`config.mk`:
```
export PLATFORM = sky130hd
export DESIGN_NAME = blink_controller
export DESIGN_NICKNAME = d
export VERILOG_FILES = /design/src/rtl/blink_controller.sv
export SDC_FILE = /design/constraint.sdc
export NUM_CORES = 1
export LEC_CHECK = 0
export BUFFER_PORTS_ARGS = -buffer_cell sky130_fd_sc_hd__buf_2
export CAP_MARGIN = 30
export CORE_MARGIN = 2
export CORE_UTILIZATION = 45
export DETAILED_ROUTE_END_ITERATION = 16
export GPL_ROUTABILITY_DRIVEN = 0
export HOLD_SLACK_MARGIN = 0.02
export PLACE_DENSITY = 0.63
export SYNTH_ARGS = -nofsm -noshare
export SYNTH_HDL_FRONTEND = slang
export SYNTH_SLANG_ARGS = --single-unit
export TNS_END_PERCENT = 10
```
`constraint.sdc`:
```
create_clock -name clk -period 4.6 [get_ports clk]
set_clock_uncertainty 0.2 [all_clocks]
set_input_delay 0.69 -clock clk [delete_from_list [all_inputs] [get_ports clk]]
set_output_delay 0.69 -clock clk [all_outputs]
set_load 0.1 [all_outputs]
```
`src/rtl/blink_controller.sv`:
```
// Sequencing controller for a bank of toggle-type blinker cells: per-channel mode
// registers, a shared beat prescaler, and registered single-cycle switch pulses.
module blink_controller #(
   parameter int N        = 4,
   parameter int BEAT_DIV = 1000000,
   parameter int SEL_W    = 2
) (
   input  logic             clk,
   input  logic             rst,
   input  logic             next_btn,
   input  logic             sel_btn,
   input  logic [N-1:0]     blink_out,
   output logic [N-1:0]     switch,
   output logic [SEL_W-1:0] sel,
   output logic [1:0]       sel_mode,
   output logic             beat
);

   localparam int CNT_W = (BEAT_DIV > 2) ? $clog2(BEAT_DIV) : 1;
   localparam logic [CNT_W-1:0] CNT_LAST = CNT_W'(BEAT_DIV - 1);
   localparam logic [CNT_W-1:0] CNT_PRE  = CNT_W'(BEAT_DIV - 2);
   localparam logic [SEL_W-1:0] SEL_LAST = SEL_W'(N - 1);

   typedef enum logic [1:0] {
      MODE_OFF  = 2'd0,
      MODE_ON   = 2'd1,
      MODE_SLOW = 2'd2,
      MODE_FAST = 2'd3
   } mode_t;

   mode_t            mode [N];
   logic [CNT_W-1:0] cnt;
   logic [1:0]       slow_cnt;
   logic [N-1:0]     req;

   function automatic mode_t next_mode(input mode_t m);
      case (m)
         MODE_OFF:  next_mode = MODE_ON;
         MODE_ON:   next_mode = MODE_SLOW;
         MODE_SLOW: next_mode = MODE_FAST;
         default:   next_mode = MODE_OFF;
      endcase
   endfunction

   assign sel_mode = mode[sel];

   // A channel that pulsed this cycle has not yet seen its blinker flip, so its
   // next request is held off to avoid a double toggle.
   always_comb begin
      req = '0;
      for (int i = 0; i < N; i++) begin
         case (mode[i])
            MODE_OFF:  req[i] = blink_out[i];
            MODE_ON:   req[i] = ~blink_out[i];
            MODE_SLOW: req[i] = beat && (slow_cnt == 2'd3);
            MODE_FAST: req[i] = beat;
            default:   req[i] = 1'b0;
         endcase
         if (switch[i]) req[i] = 1'b0;
      end
   end

   // beat is registered one count early so it lines up with cnt == BEAT_DIV-1
   always_ff @(posedge clk) begin
      if (rst) begin
         for (int i = 0; i < N; i++) mode[i] <= MODE_OFF;
         sel      <= '0;
         cnt      <= '0;
         slow_cnt <= 2'd0;
         switch   <= '0;
         beat     <= 1'b0;
      end else begin
         cnt    <= (cnt == CNT_LAST) ? '0 : cnt + 1'b1;
         beat   <= (cnt == CNT_PRE);
         switch <= req;
         if (beat) slow_cnt <= slow_cnt + 2'd1;
         if (sel_btn) sel <= (sel == SEL_LAST) ? '0 : sel + 1'b1;
         for (int i = 0; i < N; i++) begin
            if (next_btn && (sel == SEL_W'(i))) mode[i] <= next_mode(mode[i]);
         end
      end
   end

endmodule

```
==> reports/results.ini, run 1 <==
[cts]
clk_latency_ns = 0.30
post_cts_resized = 0
cts_setup_buffers = 0
cts-hold-fix-buffers = 0
clk_path_buf_depth = 2
clk_pin_slew_ns = 0.08
cts_sinks = 39
cts_buffers = 5
cts_tree = built
root_buffer = clkbuf_8
h-tree-depth = 2

[floorplan]
coreArea_mm2 = 0.00444
start_util = 0.474
die_y_um = 72.4
die_w_um = 72.4
fp-row-count = 24
die-area_mm2 = 0.00524
io_pins = 17

[min_path]
hold_path_end = switch[0]
hold_path_startpoint = switch[0]
whs_path_depth = 1
hp-class = reg2reg

[timing]
tightestPinTransition_ns = 0.485
layout_min_cycle_time_ns = 2.42
grt_setup_unrepaired = false
fmax_mhz = 413
hold_viol_final = 0
holdWs_ns = 0.223
max-slew-margin-rel = 0.679
tns_ns = 0
drv_slew = 0
period_share = 0.526
setup_viol = 0

[detailed_routing]
drt-pass1-iter-count = 4
vias_per_cell = 5.40
wl_um = 3790
vias = 1479
drc = 0
ant_nets = 0
wl_per_cell_um = 13.8
drtIter0Drc = 69

[synth]
synth_adder_area_share = 0.137
syn_inst = 205
synth_compound_area_frac = 0.0957
synth-warning-count = 0
synth_top_cell_area_share = 0.295
synth_simple_gate_area_share = 0.214
synth_top_family_by_area = simple AND/OR/NAND/NOR gates
synth_fp_nets = 236
synth_flop_cell = dfxtp_1
avgSynthCellArea_um2 = 10.3
synth-seq-cells = 39
ys_top_cells_by_count = dfxtp_1 (31), nor2_1 (24), ha_1 (23)
synth_top_cell_by_area = dfxtp_1
synth-edff-count = 8
yosys-top-cells-area = dfxtp_1 (29%), ha_1 (14%), edfxtp_1 (11%), nor2_1 (4.3%), xor2_1 (2.9%)
synth_cell_types = 40
synth_most_common_cell = dfxtp_1
async_flop_share = 0
seq_area_frac_synth = 0.409
syn_area_mm2 = 0.00211
synthXorXnorAreaFrac = 0.0541
synth.mux.area_fraction = 0.0357

[global_routing]
grt_pass1_wl_um = 6490
antenna_found_initial = 0
grt_usage = 0.163
grt_max_degree = 20
first_global_vias = 1346
grt_overflow = 0

[layout]
fin_util = 0.513
syn2layout_area_growth_pct = 8.32
final_area_mm2 = 0.00228
drive_above_1_share = 0.167
nFillCells = 405
nets = 252
antennaDiodeCount = 0

[run]
drv_cap = 0

[placed_design]
hpwl_um = 2730
placed_cell_area_mm2 = 0.00220
portBuffers = 16

[outcome]
status = completed

[power_and_ir_drop]
cellPowerDensity_mw_per_mm2 = 319
p_leak_nw = 1.02
ir_drop_uv = 196

[worst_setup_path]
start_kind = register
worst-path-max-fanout = 4
reg2reg_from = cnt[0]
critPathCaptureType = output port
rr_endpoint = cnt[18]
critical_path_required_ns = 3.71
worstPathArrival_ns = 1.53
r2r_cells = 5
critPathKind = reg2out
r2r_setup_slack_ns = 2.59

-- metrics by stage --
step / instances / worst slack [ns] / total power [mW]
after global routing: 274 / 2.12 / 0.762
after CTS: 274 / 2.17 / 0.733
final: 274 / 2.18 / 0.727
after detailed placement: 266 / 2.50 / 0.505
after global placement: 266 / 2.51 / 0.503
after floorplan: 205 / 2.55 / 0.482
-- cell usage in the layout (no fill, tap or decap), types with 2 or more instances in the layout --
| master | netlist | routed |
|---|---|---|
| dfxtp_1 | 31 | 31 |
| nand3_1 | 5 | 5 |
| buf_2 | 0 | 16 |
| nand2_1 | 4 | 4 |
| ha_1 | 23 | 23 |
| mux4_2 | 2 | 2 |
| a21oi_1 | 5 | 5 |
| o21ai_0 | 4 | 4 |
| a31o_2 | 2 | 2 |
| inv_1 | 16 | 16 |
| and3_2 | 3 | 3 |
| clkbuf_8 | 1 | 5 |
| a2111oi_0 | 4 | 4 |
| nor4_1 | 2 | 2 |
| nor2_1 | 24 | 24 |
| a21o_1 | 7 | 7 |
| or3_1 | 4 | 4 |
| xnor2_1 | 6 | 6 |
| xor2_1 | 7 | 7 |
| nand4_4 | 2 | 2 |
| and3_1 | 8 | 8 |
| nand2b_1 | 2 | 2 |
| nand4_1 | 5 | 5 |
| a221oi_1 | 4 | 4 |
| edfxtp_1 | 8 | 8 |
| mux2i_1 | 3 | 3 |
| nor4b_1 | 4 | 4 |
| and2_1 | 3 | 3 |
-- critical path: stages, from the launching register on --
cell	delay, ns
edfxtp_1	0.46
mux4_2	0.47
buf_2	0.30
-- power by group --
group | internal, mW | leakage [nW] | switching [mW]
Combinational | 0.0315 | 0.643 | 0.0888
Clock | 0.106 | 0.0412 | 0.124
Sequential | 0.363 | 0.336 | 0.0133
Total | 0.500 | 1.02 | 0.226
-- how the worst max path moves through the flow --
stage | cells past startpoint | endpoint | startpoint
3_5_place_dp | 2 | sel_mode[0] | mode[3][0]
2_1_floorplan | 1 | sel_mode[0] | mode[3][0]
3_3_place_gp | 2 | sel_mode[1] | mode[3][1]
6_report | 2 | sel_mode[0] | mode[0][0]
4_1_cts | 2 | sel_mode[1] | mode[3][1]
5_1_grt | 2 | sel_mode[0] | mode[1][0]
-- layer usage --
metal  routed length, um  up-vias  GRT usage
li1                    -      760          -
met1                2080      702      0.241
met2                1570       15      0.226
met3                 117        2     0.0500
met4                  19        0     0.0494
met5                   0        -          0
-- final cells by class --
| type | instances | area (um^2) | area share |
|---|---|---|---|
| repair buffers | 16 | 80.1 | 0.0351 |
| flip-flops and latches | 39 | 861 | 0.377 |
| well taps | 52 | 65.1 | 0.0285 |
| multi-input cells | 143 | 1130 | 0.495 |
| inverters | 16 | 60.1 | 0.0263 |
| clock inverters | 2 | 12.5 | 0.00549 |
| clock buffers | 6 | 72.6 | 0.0318 |
-- logic make-up (layout without fill, tap and decap cells) --
family / Yosys count / after routing
muxes: 5 / 5
adders and majority gates: 23 / 23
buffers and inverters: 23 / 40
AOI/OAI and AO/OA: 28 / 28
and+or+nand+nor: 74 / 74
xor gates and xnor gates: 13 / 13
DFF: 39 / 39
-- sequential cells by signal, indices dropped and copies added, names as in the netlist, named ones only --
signal / flops
switch: 4
mode: 8
cnt: 20
slow_cnt: 2
beat: 1
sel: 2
Power figures use the tool's default switching activity.
==> run 2, diff against run 1 <==
PLACE_DENSITY = 0.65   (was 0.63)
clock period = 2.1 ns   (was 4.6 ns; I/O delays follow)
==> run 2 against run 1 <==
Routed wire length is 1.1% lower. Critical path type unchanged. Sequential share of layout area is 0.69 points lower. Core utilization up 0.96 points. Worst hold slack lost 0.13 ns. Total power up 130%.
==> reports/results.ini, run 2 (same netlist as run 1, synthesis figures left out) <==
[timing]
timing.final.ws_setup_ns = 0.0437  ; -2.14 ns
tightestPinTransition_ns = 0.488  ; +0.00287 ns
max-slew-margin-rel = 0.677  ; -0.00190
tns_ns = 0  ; unchanged
hold_viol_final = 0  ; unchanged
period_share = 0.979
holdWs_ns = 0.0885  ; -0.135 ns
drv_slew = 0  ; unchanged
layout_min_cycle_time_ns = 2.06
grt_setup_unrepaired = false
fmax_mhz = 486
setup_viol = 0  ; unchanged

[cts]
clk_path_buf_depth = 2  ; unchanged
cts_tree = built
clk_pin_slew_ns = 0.08  ; about the same
cts_buffers = 5  ; unchanged
h-tree-depth = 2  ; unchanged
root_buffer = clkbuf_8
cts_sinks = 39  ; unchanged
clk_latency_ns = 0.29  ; about the same

[floorplan]
die_y_um = 72.4  ; unchanged
coreArea_mm2 = 0.00444  ; unchanged
fp-row-count = 24  ; unchanged
io_pins = 17  ; unchanged
die_w_um = 72.4  ; unchanged
start_util = 0.474  ; unchanged
die-area_mm2 = 0.00524  ; unchanged

[worst_setup_path]
critical_path_required_ns = 1.58  ; -2.13 ns
reg2reg_from = cnt[0]
crit_buf_inv = 1  ; unchanged
worst-path-max-fanout = 4  ; unchanged
r2r_cells = 5  ; unchanged
crit_chain = mux4_2 -> clkbuf_4
r2r_setup_slack_ns = 0.22  ; -2.37 ns
worstPathArrival_ns = 1.54  ; about the same
cp_top_family = multiplexers
slowest_stage = mux4_2
critPathMaxStageDelay_ns = 0.49  ; +0.02 ns
cp_num_cells = 2  ; unchanged
rr_endpoint = cnt[18]
critPathCaptureType = output port
start_kind = register
critPathKind = reg2out

[power_and_ir_drop]
ir_drop_uv = 560  ; +190%
cellPowerDensity_mw_per_mm2 = 729  ; +130%
totalPowerFinal_mw = 1.69  ; +130%
p_leak_nw = 1.05  ; +2.5%

[layout]
layout_common_cells = dfxtp_1 (31), nor2_1 (24), ha_1 (23), inv_1 (16), buf_2 (14)
nets = 254  ; +0.79%
top_regs = cnt x20, mode x8, switch x4
drive_above_1_share = 0.174  ; +0.00744
fin_cells = 276  ; +0.73%
antennaDiodeCount = 0  ; unchanged
syn2layout_area_growth_pct = 10.3
final_common_cell = dfxtp_1
largest_reg_flops = 20  ; unchanged
top_register = cnt

[global_routing]
antenna_found_initial = 0  ; unchanged
first_global_vias = 1416  ; +5.2%
grt_usage = 0.161  ; -0.00155
grt_pass1_wl_um = 6350  ; -2.1%
grt_overflow = 0  ; unchanged
grt_max_degree = 20  ; unchanged

[min_path]
whs_path_depth = 3  ; +2
hp-class = in2reg
hold_path_end = switch[2]
hold_path_startpoint = blink_out[2]

[detailed_routing]
wl_per_cell_um = 13.6  ; -1.8%
vias_per_cell = 5.29  ; -2.0%
drc = 0  ; unchanged
drtIter0Drc = 41  ; -41%
vias = 1460  ; -1.3%
wl_um = 3750  ; -1.1%
drt-pass1-iter-count = 4  ; unchanged
ant_nets = 0  ; unchanged

[placed_design]
dpl_worst_slack_ns = 0.235  ; -2.27 ns
dp.cells = 268  ; +0.75%
portBuffers = 16  ; unchanged
hpwl_um = 2770  ; +1.6%

[run]
drv_cap = 0  ; unchanged

[outcome]
status = completed

==> run 2: cell types whose count changed in the layout (fill, tap and decap cells not counted) <==
cell / before / now
buf_4: 0 / 2
clkinvlp_4: 1 / 0
clkbuf_1: 1 / 0
buf_2: 16 / 14
clkinv_1: 0 / 1
clkbuf_4: 0 / 2
bufinv_16: 0 / 1
==> run 2: repair_timing <==
action | 4_1_cts | 5_1_grt
resized for setup | 0 | 2
setup endpoints to repair | 0 | 2
setup buffers | 0 | 0
hold buffers | 0 | 0
==> run 2: layer usage <==
layer  track usage  vias to the layer above  part of all wire
met5             0                        -                 0
met4        0.0864                        0             0.010
met3        0.0333                        2             0.036
met2         0.250                       20              0.45
met1         0.211                      678              0.50
li1              -                      760                 -
==> run 2: power breakdown <==
group / internal, mW / switching [mW] / total [mW]
sequential: 0.794 / 0.0302 / 0.825
clock: 0.348 / 0.258 / 0.606
combinational: 0.0708 / 0.191 / 0.262
total: 1.21 / 0.480 / 1.69
==> run 2: worst max path at each step <==
stage                    start     endpoint  slack (ns)
global route        mode[0][0]  sel_mode[0]       0.004
detailed placement      cnt[0]      cnt[18]        0.23
global placement        cnt[0]      cnt[18]        0.27
floorplan               sel[0]   mode[2][0]        0.08
CTS                 mode[0][0]  sel_mode[0]        0.01
finish              mode[0][0]  sel_mode[0]        0.04
==> run 2: final cells by class <==
class / count / area (um^2)
fill: 409 / 2120
multi-input combinational: 143 / 1130
sequential: 39 / 861
timing repair buffer: 18 / 100
clock buffer: 5 / 68.8
tap: 52 / 65.1
inverter: 16 / 60.1
clock inverter: 3 / 38.8
==> run 2: worst register-to-register path, delay by kind of cell, from the launching register on <==
kind	cells	cell delay, ns
fa+ha+maj	1	0.20
flops	1	0.41
compound gates	1	0.13
simple gates	3	0.88
==> run 2: stage by stage <==
stage | instance area [um^2] | util
4_1_cts | 2320 | 0.522
5_1_grt | 2320 | 0.523
6_report | 2320 | 0.523
2_1_floorplan | 2110 | -
3_5_place_dp | 2210 | 0.497
3_3_place_gp | 2210 | 0.497
==> run 3, diff against run 2 <==
CORE_UTILIZATION = 53   (was 45)
PLACE_DENSITY = 0.75   (was 0.65)
==> run 3 against run 2 <==
Non-clock buffer count shrank 1. Critical path type unchanged. Count of clock-buffer cells in the layout grew 1. Global-route usage grew 3.3 points. Combinational power is essentially flat. Cell count shrank 1.8%. Sequential share of layout area grew 0.65 points. Via count grew 4.7%. Highest routed layer unchanged. Worst hold slack gained 0.0054 ns. Largest power group unchanged. Critical endpoint unchanged. Clock power shrank 17%. Worst setup slack gained 0.0039 ns. Design area shrank 1.7%.
==> reports/results.ini, run 3 (same netlist as run 1, synthesis figures left out) <==
[outcome]
status = completed

[detailed_routing]
drc = 0  ; unchanged
wl_per_cell_um = 14.2  ; +4.5%
wl_um = 3850  ; +2.6%
vias_per_cell = 5.64  ; +6.6%
drt-pass1-iter-count = 4  ; unchanged
vias = 1528  ; +4.7%
ant_nets = 0  ; unchanged
drtIter0Drc = 88  ; +110%

[worst_setup_path]
cp_num_cells = 2  ; unchanged
cp-startpoint = mode[0][0]
cp_top_family = multiplexers
rr_endpoint = cnt[18]
reg2reg_from = cnt[0]
crit_buf_inv = 1  ; unchanged
r2r_cells = 5  ; unchanged
crit_chain = mux4_2 -> buf_2
critPathMaxStageDelay_ns = 0.48  ; about the same
start_kind = register
r2r_setup_slack_ns = 0.26  ; +0.04 ns
critPathCaptureType = output port
cp-endpoint = sel_mode[0]
critical_path_required_ns = 1.58  ; about the same
slowest_stage = mux4_2
worst-path-max-fanout = 4  ; unchanged
critPathKind = reg2out
worstPathArrival_ns = 1.54  ; about the same

[floorplan]
start_util = 0.563  ; +0.0887
fp-row-count = 22  ; -8.3%
die_y_um = 67.0  ; -7.4%
die-area_mm2 = 0.00449  ; -14%
die_w_um = 67.0  ; -7.4%
io_pins = 17  ; unchanged
coreArea_mm2 = 0.00374  ; -16%

[power_and_ir_drop]
ir_drop_uv = 490  ; -13%
p_leak_nw = 1.03  ; -1.9%
cellPowerDensity_mw_per_mm2 = 694  ; -4.8%

[timing]
holdWs_ns = 0.0938  ; +0.00537 ns
drv_slew = 0  ; unchanged
hold_viol_final = 0  ; unchanged
period_share = 0.977  ; -0.00185
layout_min_cycle_time_ns = 2.05  ; -0.00389 ns
setup_viol = 0  ; unchanged
tns_ns = 0  ; unchanged
grt_setup_unrepaired = false
tightestPinTransition_ns = 0.486  ; -0.00228 ns
max-slew-margin-rel = 0.678  ; +0.00151
fmax_mhz = 487  ; +0.19%

[cts]
post_cts_resized = 0  ; unchanged
clk_path_buf_depth = 2  ; unchanged
h-tree-depth = 2  ; unchanged
cts_tree = built
root_buffer = clkbuf_8
cts_sinks = 39  ; unchanged
cts-hold-fix-buffers = 0  ; unchanged
cts_buffers = 5  ; unchanged
cts_setup_buffers = 0  ; unchanged
clk_latency_ns = 0.30  ; about the same
clk_pin_slew_ns = 0.07  ; about the same

[placed_design]
portBuffers = 16  ; unchanged
hpwl_um = 2820  ; +1.8%

[min_path]
hp-class = in2reg

[global_routing]
use_met3 = 0.0405  ; +0.00721
grt_max_degree = 20  ; unchanged
use_met1 = 0.226  ; +0.0155
met2_usage = 0.330  ; +0.0807
grt_overflow = 0  ; unchanged
busiest_layer = met2
antenna_found_initial = 0  ; unchanged
grt_usage = 0.194  ; +0.0326
first_global_vias = 1416  ; unchanged
grt_pass1_wl_um = 6350  ; about the same

[layout]
nets = 253  ; -0.39%
largest_reg_flops = 20  ; unchanged
drive_above_1_share = 0.170  ; -0.00370
syn2layout_area_growth_pct = 8.44
nFillCells = 318  ; -22%
layout_common_cells = dfxtp_1 (31), nor2_1 (24), ha_1 (23), inv_1 (16), buf_2 (16)
top_regs = cnt x20, mode x8, switch x4
top_register = cnt
antennaDiodeCount = 0  ; unchanged
final_common_cell = dfxtp_1

[run]
drv_cap = 0  ; unchanged

==> run 3: cell count changes in the layout (fill, tap and decap cells not counted), sizes merged <==
cell | previous run | this run
buf | 16 | 17
clkinv | 2 | 1
clkbuf | 7 | 6
clkinvlp | 0 | 1
bufinv | 1 | 0
==> run 3: how the worst min path moves through the flow <==
stage	start	to	slack (ns)	depth (start not counted)
after floorplan	cnt[0]	cnt[0]	0.25	1
after global placement	switch[2]	switch[2]	0.21	1
after detailed placement	switch[2]	switch[2]	0.22	1
after CTS	blink_out[0]	switch[0]	0.09	3
after global routing	blink_out[0]	switch[0]	0.12	3
final	blink_out[2]	switch[2]	0.09	3
==> run 3: worst min-delay path, delay by kind of cell <==
family	cells	cell delay (ns)
AOI/OAI and AO/OA	1	0.08
buffers and inverters	2	0.15
==> run 3: per-layer routing <==
metal  routed length [um]  part of all wire
met3                  140             0.036
met4                   69             0.018
met2                 1790              0.47
met1                 1840              0.48
met5                    0                 0
==> run 3: cell type report <==
type,count,area (um^2),share of cell area
flip-flops and latches,39,861,0.377
well taps,48,60.1,0.0263
clock inverters,2,12.5,0.00548
inverters,16,60.1,0.0263
multi-input cells,143,1130,0.495
clock buffers,6,72.6,0.0318
repair buffers,17,87.6,0.0384
==> run 3: stage by stage <==
| stage | cell area (um^2) | cells | total power, mW | util | setup slack, ns |
|---|---|---|---|---|---|
| finish | 2280 | 271 | 1.58 | 0.610 | 0.0476 |
| global route | 2280 | 271 | 1.66 | 0.610 | 0.00417 |
| CTS | 2280 | 271 | 1.60 | 0.610 | 0.0388 |
| detailed placement | 2200 | 263 | 1.10 | 0.587 | 0.274 |
| global placement | 2200 | 263 | 1.10 | 0.587 | 0.284 |
| floorplan | 2110 | 205 | 1.05 | - | 0.0798 |
==> run 3: power by group <==
group	internal (mW)	leakage (nW)	switching, mW
sequential	0.794	0.336	0.0307
combinational	0.0686	0.649	0.191
clock	0.232	0.0412	0.268
total	1.10	1.03	0.490
